--- config.mk ---
export PLATFORM = sky130hd
export DESIGN_NAME = tych_tx_buf
export DESIGN_NICKNAME = d
export VERILOG_FILES = /design/src/rtl/tych_pkg.sv /design/src/rtl/tych_tx_buf.sv
export SDC_FILE = /design/constraint.sdc
export NUM_CORES = 2
export LEC_CHECK = 0
export ABC_AREA = 1
export CORE_MARGIN = 2
export CORE_UTILIZATION = 42
export CTS_BUF_LIST = sky130_fd_sc_hd__clkbuf_8
export DETAILED_ROUTE_END_ITERATION = 10
export PLACE_DENSITY_LB_ADDON = 0.25
export SYNTH_ARGS = -nofsm -noshare
export SYNTH_HDL_FRONTEND = slang
export SYNTH_SLANG_ARGS = --single-unit
--- constraint.sdc ---
create_clock -name clk -period 72.3 [get_ports clk]
set_input_delay 18.075 -clock clk [delete_from_list [all_inputs] [get_ports clk]]
set_output_delay 18.075 -clock clk [all_outputs]
set_load 0.1 [all_outputs]
--- src/rtl/tych_pkg.sv ---
// rtl/tych_pkg.sv - shared beat type for the TX path
package tych_pkg;

  typedef struct packed {
    logic [511:0] data;
    logic         sop;
    logic         eop;
    logic         valid;
    logic         error;
    logic         skip_crc;
  } mac_avltx_t;

endpackage

--- src/rtl/tych_tx_buf.sv ---
// rtl/tych_tx_buf.sv - TX beat FIFO between tych_core and MAC 0
// Registered-output FIFO with input framing check, orphan drop and counters.
module tych_tx_buf
  import tych_pkg::*;
#(
  parameter int DEPTH = 4
) (
  input  logic                     clk,
  input  logic                     rst,
  input  mac_avltx_t               in_tx,
  output logic                     in_ready,
  output mac_avltx_t               out_tx,
  input  logic                     out_ready,
  output logic [$clog2(DEPTH):0]   level,
  output logic [31:0]              pkt_count,
  output logic [15:0]              frame_err_count
);

  localparam int AW = $clog2(DEPTH);
  localparam int LW = AW + 1;

  typedef struct packed {
    logic [511:0] data;
    logic         sop;
    logic         eop;
    logic         error;
    logic         skip_crc;
  } entry_t;

  typedef enum logic {
    ST_IDLE   = 1'b0,
    ST_IN_PKT = 1'b1
  } state_e;

  entry_t          mem_q [DEPTH];
  entry_t          wr_entry;
  entry_t          head;
  logic [AW-1:0]   wr_ptr_q, wr_ptr_d;
  logic [AW-1:0]   rd_ptr_q, rd_ptr_d;
  logic [LW-1:0]   level_q, level_d;
  logic [31:0]     pkt_cnt_q, pkt_cnt_d;
  logic [15:0]     err_cnt_q, err_cnt_d;
  state_e          state_q, state_d;

  logic            push_hs;
  logic            orphan;
  logic            sop_in_pkt;
  logic            store;
  logic            pop;

  assign in_ready   = rst && (level_q < LW'(DEPTH));
  assign push_hs    = in_tx.valid && in_ready;
  assign orphan     = push_hs && (state_q == ST_IDLE) && !in_tx.sop;
  assign sop_in_pkt = push_hs && (state_q == ST_IN_PKT) && in_tx.sop;
  assign store      = push_hs && !orphan;
  assign pop        = (level_q != '0) && out_ready;

  assign head = mem_q[rd_ptr_q];

  always_comb begin
    wr_entry          = '0;
    wr_entry.data     = in_tx.data;
    wr_entry.sop      = in_tx.sop;
    wr_entry.eop      = in_tx.eop;
    wr_entry.skip_crc = in_tx.skip_crc;
    // A new sop inside an open packet marks the truncated frame as bad.
    wr_entry.error    = in_tx.error || sop_in_pkt;
  end

  // Framing FSM: only accepted (non-orphan) beats move it.
  always_comb begin
    state_d = state_q;
    if (store) begin
      state_d = in_tx.eop ? ST_IDLE : ST_IN_PKT;
    end
  end

  always_comb begin
    wr_ptr_d  = wr_ptr_q;
    rd_ptr_d  = rd_ptr_q;
    level_d   = level_q;
    pkt_cnt_d = pkt_cnt_q;
    err_cnt_d = err_cnt_q;
    if (store) begin
      wr_ptr_d = wr_ptr_q + AW'(1);
    end
    if (pop) begin
      rd_ptr_d = rd_ptr_q + AW'(1);
    end
    case ({store, pop})
      2'b10:   level_d = level_q + LW'(1);
      2'b01:   level_d = level_q - LW'(1);
      default: level_d = level_q;
    endcase
    if (pop && head.eop && (pkt_cnt_q != '1)) begin
      pkt_cnt_d = pkt_cnt_q + 32'd1;
    end
    if ((orphan || sop_in_pkt) && (err_cnt_q != '1)) begin
      err_cnt_d = err_cnt_q + 16'd1;
    end
  end

  always_ff @(posedge clk or negedge rst) begin
    if (!rst) begin
      wr_ptr_q  <= '0;
      rd_ptr_q  <= '0;
      level_q   <= '0;
      pkt_cnt_q <= '0;
      err_cnt_q <= '0;
      state_q   <= ST_IDLE;
    end else begin
      wr_ptr_q  <= wr_ptr_d;
      rd_ptr_q  <= rd_ptr_d;
      level_q   <= level_d;
      pkt_cnt_q <= pkt_cnt_d;
      err_cnt_q <= err_cnt_d;
      state_q   <= state_d;
    end
  end

  // Storage is left unreset; level gates everything read from it.
  always_ff @(posedge clk) begin
    if (store) begin
      mem_q[wr_ptr_q] <= wr_entry;
    end
  end

  always_comb begin
    out_tx = '0;
    if (level_q != '0) begin
      out_tx.valid    = 1'b1;
      out_tx.data     = head.data;
      out_tx.sop      = head.sop;
      out_tx.eop      = head.eop;
      out_tx.error    = head.error;
      out_tx.skip_crc = head.skip_crc;
    end
  end

  assign level           = level_q;
  assign pkt_count       = pkt_cnt_q;
  assign frame_err_count = err_cnt_q;

endmodule

== Yosys cells after proc, flatten, opt, wreduce, memory -nomap -nowiden ==
Memories as Yosys holds them, arrays and structs flattened.
Index checks and enable logic that the tools add are counted.

* Muxes and demuxes: 5
* Reductions and logical operators: 17
* $lt $le $gt $ge: 1
* Add/subtract/negate cells: 6
* Eq/ne operators: 4
* Bitwise logic cells: 1

{| class="wikitable"
|+ Operators by type and width
! operator !! number
|-
| 517-bit 2-to-1 mux || 1
|-
| 32-bit by 1-bit adder with 32-bit output, second input constant || 1
|-
| 32-bit != test, second input constant || 1
|-
| 16-bit by 1-bit adder with 16-bit output, second input constant || 1
|-
| 16-bit != test, second input constant || 1
|-
| 1-bit logical AND || 11
|-
| 3-bit case mux with 2 select lines || 1
|-
| 2-bit by 1-bit adder with 2-bit output, second input constant || 2
|-
| 3-bit by 1-bit adder with 3-bit output, second input constant || 1
|-
| 3-bit less-than comparator, second input constant || 1
|-
| 1-bit 2-to-1 mux || 3
|-
| 3-bit nonzero test || 1
|-
| 3-bit by 1-bit subtractor with 3-bit output, second input constant || 1
|-
| 2-bit by 1-bit == test with 1-bit output, second input constant || 1
|-
| 2-bit == test, second input constant || 1
|-
| 1-bit logical NOT || 2
|-
| 1-bit logical OR || 2
|-
| 2-bit nonzero test || 1
|-
| 1-bit NOT || 1
|}

* Memories kept: 1
* Register bits: 56
* Input bits: 520
* RAM bits: 2064

{| class="wikitable"
|+ Memories
! name !! words !! bits a word !! read ports !! clocked after Yosys merged registers in !! write ports !! line !! source
|-
| mem_q || 4 || 516 || 1 || 0 || 1 || tych_tx_buf.sv:35 || <nowiki>entry_t mem_q [DEPTH];</nowiki>
|}

== Longest topological paths before layout ==
* Depth in word-level cells: 9
* Depth in mapped cells: 11

== Worst setup path after synthesis ==
Ideal clock, no wire load.

* Path type: input port to flip-flop
* Start: input port rst
* End: memory mem_q[0][0] in the netlist's numbering, enable pin
* Setup slack: 29.416 ns
* Data required time: 70.891 ns
* Data arrival time: 41.475 ns
* Cell stages on the path: 6
* Setup time: 1.409 ns
* Path through: inv_1 -> nor2_1 -> nand2_1 -> nor2_1 -> inv_1 -> nor2_1

* Longest elaborated chain between the ends: 8

{| class="wikitable"
|+ RTL lines
! what !! line !! source
|-
| start: declaration || tych_tx_buf.sv:9 || <nowiki>input logic rst,</nowiki>
|-
| 1-bit logical AND (*) || tych_tx_buf.sv:51 || <nowiki>assign in_ready = rst && (level_q < LW'(DEPTH));</nowiki>
|-
| via in_ready || tych_tx_buf.sv:11 || <nowiki>output logic in_ready,</nowiki>
|-
| 1-bit logical AND (*) || tych_tx_buf.sv:52 || <nowiki>assign push_hs = in_tx.valid && in_ready;</nowiki>
|-
| 1-bit logical AND (2 in series) || tych_tx_buf.sv:53 || <nowiki>assign orphan = push_hs && (state_q == ST_IDLE) && !in_tx.sop;</nowiki>
|-
| 1-bit logical NOT || tych_tx_buf.sv:55 || <nowiki>assign store = push_hs && !orphan;</nowiki>
|-
| 1-bit logical AND (*) || tych_tx_buf.sv:55 ||
|-
| 1-bit 2-to-1 mux (*) || tych_tx_buf.sv:123 || <nowiki>if (store) begin</nowiki>
|-
| 1-bit 2-to-1 mux (not written as such) (*) || tych_tx_buf.sv:124 || <nowiki>mem_q[wr_ptr_q] <= wr_entry;</nowiki>
|-
| end: declaration || tych_tx_buf.sv:35 ||
|}

The timed path passes the listed nets; every way through them passes the cells marked *.

== Final worst setup path ==
* Start: input port rst
* End: output port in_ready

* Longest elaborated chain between the ends: 1

{| class="wikitable"
|+ RTL lines
! what !! line
|-
| 1-bit logical AND || tych_tx_buf.sv:51
|-
| end: declaration || tych_tx_buf.sv:11
|}

No other way between the ends.

==> impl_results.md <==
- Max Cap Violations: 0
- # rows: 163
- Outcome: finished, final reports clean
- I/O Buffers: 1,088
- Cell taking the most area after synthesis: edfxtp_1
- Clk slew on worst S/H paths: 0.05 ns
- Final hold slack: 0.522 ns
- FF+latch count, synth: 2,120
- CTS max path bufs: 4
- CTS tree: done
- Place WS: 33.99 ns
- Resized cells post-CTS: 0
- CP Max Fanout: 57
- Simple-gate share of the synthesized area: 11.2%
- Nets@finish: 8,264
- Critical-path cell with the highest stage delay: clkdlybuf4s50_1
- Worst Setup SP: rst
- Starting Density: 42.1%
- Multiplexer share of the synthesized area: 0%
- Setup Buffers After CTS: 0
- Post-Syn Area: 82,900 sq um
- RSZ-0062 raised after global routing: no
- Fin Setup TNS: 0 ns
- Synth Warn #: 0
- Crit path cell chain: buf_2 -> buf_4 -> inv_1 -> nor2_1 -> clkdlybuf4s50_1
- Total GRT Usage: 21.8%
- Worst-skew pair later-pin latency: 1.09 ns
- Compound-gate portion of the synthesized area: 9.45%
- HP Class: flop to flop
- Critical Path Sink Type: output port
- Clock Tree Root: clkbuf_8
- Vias in the first global route: 51.4k
- Max Freq: 0.0261 GHz
- R2r endpoint: mem_q[3][106]
- Min Tclk post-route: 38.28 ns
- Distinct cell type count after synthesis: 34
- Async S/R FF share, synth: 2.64%
- Flop-to-flop setup slack: 67.30 ns
- Final Max Slew Viols: 0
- FILL cells: 16.6k
- Slowest stage delay, CP: 1.17 ns
- Seq/Total Area, Yosys: 76.4%
- ANT nets after route: 0
- Total count of hold-check failures in the final report: 0
- Prevailing post-synth register cell: edfxtp_1
- Die height: 448 um
- Worst Reg-to-Reg Cells: 8
- Post-Syn Nets: 7,156
- TritonCTS Buffers: 363
- DRC: 0
- CP top delay family: buffers and inverters
- Reg-to-Reg Start: level[2]
- Crit path kind: input pin to output port
- End of the critical path: in_ready
- Synth top cells by count: nor2_1 (2,131), edfxtp_1 (2,064), o21ai_0 (988), a21oi_1 (516), nand2_1 (265)
- Share of the synthesized area in the top cell type: 74.7%
- Placed instance count: 10.0k
- Via count: 54.6k
- Synth-to-Final Area Change: 23.7%
- Slew HR: 18.4%
- Area of the die: 201,000 sq um
- Xor/xnor cell area share of the yosys netlist: 0.253%
- WP data arrival: 20.20 ns
- Global-route wire length before repair: 330 mm
- Io pins: 1,089
- EDFF count, synth: 2,064
- Synth area leaders: edfxtp_1 (75%), nor2_1 (9.6%), o21ai_0 (6.0%)
- Hold Buf Count CTS: 0
- Synth Area in Adders: 0.130%
- Final std cells w/o fill: 10.7k
- Setup crit start kind: input pin
- Core Footprint: 197,000 sq um
- Largest family of logic cells by synthesized area: simple AND/OR/NAND/NOR gates
- H-tree levels: 5
- Tcrit/Tclk final: 52.9%
- PnR worst setup slack: 34.02 ns
- Die width: 448 um
- WP buf/inv: 4
- Count leader, synth: nor2_1
- Worst Skew: 0.106 ns
- Syn_area_per_cell: 12.5 sq um
- Vias per Instance: 5.11
- # setup viols final: 0
- Overflow after GRT: 0
- Mapped Cells: 6,628
- WL final: 230 mm
- Largest net degree at the start of global routing: 298
- DR pass1 iterations: 7
- Critical Path RT: 54.22 ns
- Share of cells above drive strength 1: 6.47%
- Gpl congestion: 0.911
- DPL Wire Length: 132 mm
- DR iter-0 viols: 4,205
- # clock sinks: 2,120
- Initial antenna violation count: 91
- Cell depth of the worst setup path: 5
- Worst-Margin Slew: 1.22 ns
- Post-detailed-route wirelength per cell: 21.6 um
how the worst min path moves through the flow:
stage | start | to | slack (ns) | cells after the start
2_1_floorplan | state_q | state_q | 0.47 | 2
3_3_place_gp | state_q | state_q | 0.49 | 2
3_5_place_dp | state_q | state_q | 0.51 | 2
4_1_cts | level[1] | level[1] | 0.52 | 2
5_1_grt | level[1] | level[1] | 0.55 | 2
6_report | level[1] | level[1] | 0.52 | 2
through the flow:
| step | instance area [sq um] | util, % |
|---|---|---|
| floorplan | 82900 | - |
| global placement | 96000 | 48.8 |
| detailed placement | 96000 | 48.8 |
| CTS | 102000 | 52.1 |
| global route | 103000 | 52.1 |
| finish | 103000 | 52.1 |
cells by family after synthesis:
logic type,count (synthesis)
fa+ha+maj,8
compound gates,1563
flops,2120
simple gates,2449
buf+inv,464
xor+xnor,24
routing by layer:
layer / vias up / GRT usage, % / part of all wire [%]
met1: 26400 / 26.2 / 38
li1: 25700 / - / -
met4: 68 / 12.1 / 5.0
met5: - / 0 / 0.21
met3: 530 / 7.07 / 8.5
met2: 1856 / 34.8 / 48
state kept, by name, indices dropped and copies added (netlist names):
name / cells
mem_q: 2064
pkt_count: 32
frame_err_count: 16
level: 3
rd_ptr_q: 2
wr_ptr_q: 2
state_q: 1
cells in the final DEF (no fill, tap or decap), types with 4 or more instances in the layout:
master	instances
nand3_1	31
bufinv_16	12
clkinv_1	79
inv_6	4
buf_4	53
dfrtp_1	54
clkinvlp_4	5
diode_2	49
nor2_1	2127
a21oi_1	516
clkinv_2	31
nand2_1	265
xor2_1	6
nand4_1	6
o21ai_1	55
nor2_4	5
clkdlybuf4s50_1	1082
nor3_1	5
edfxtp_1	2064
clkbuf_8	372
buf_12	15
ha_1	7
inv_1	170
xnor2_1	18
o21ai_0	988
layout make-up:
class,count,area (sq um),area share [%]
Antenna cell,49,123,0.120
Clock buffer,372,5120,4.99
Clock inverter,251,1360,1.33
Inverter,56,241,0.235
Multi-Input combinational cell,4044,17500,17.1
Sequential cell,2120,63400,61.8
Tap cell,2640,3300,3.22
Timing Repair Buffer,1151,11500,11.2
tightest hold or removal path, cell delays in order (launching register included):
cell and delay [ns]:
dfrtp_1 0.37, nand2_1 0.06, o21ai_0 0.06
Power is left out: the tool's default activity adds up to more than one toggle a clock period on the data nets, which glitch-free logic cannot reach.
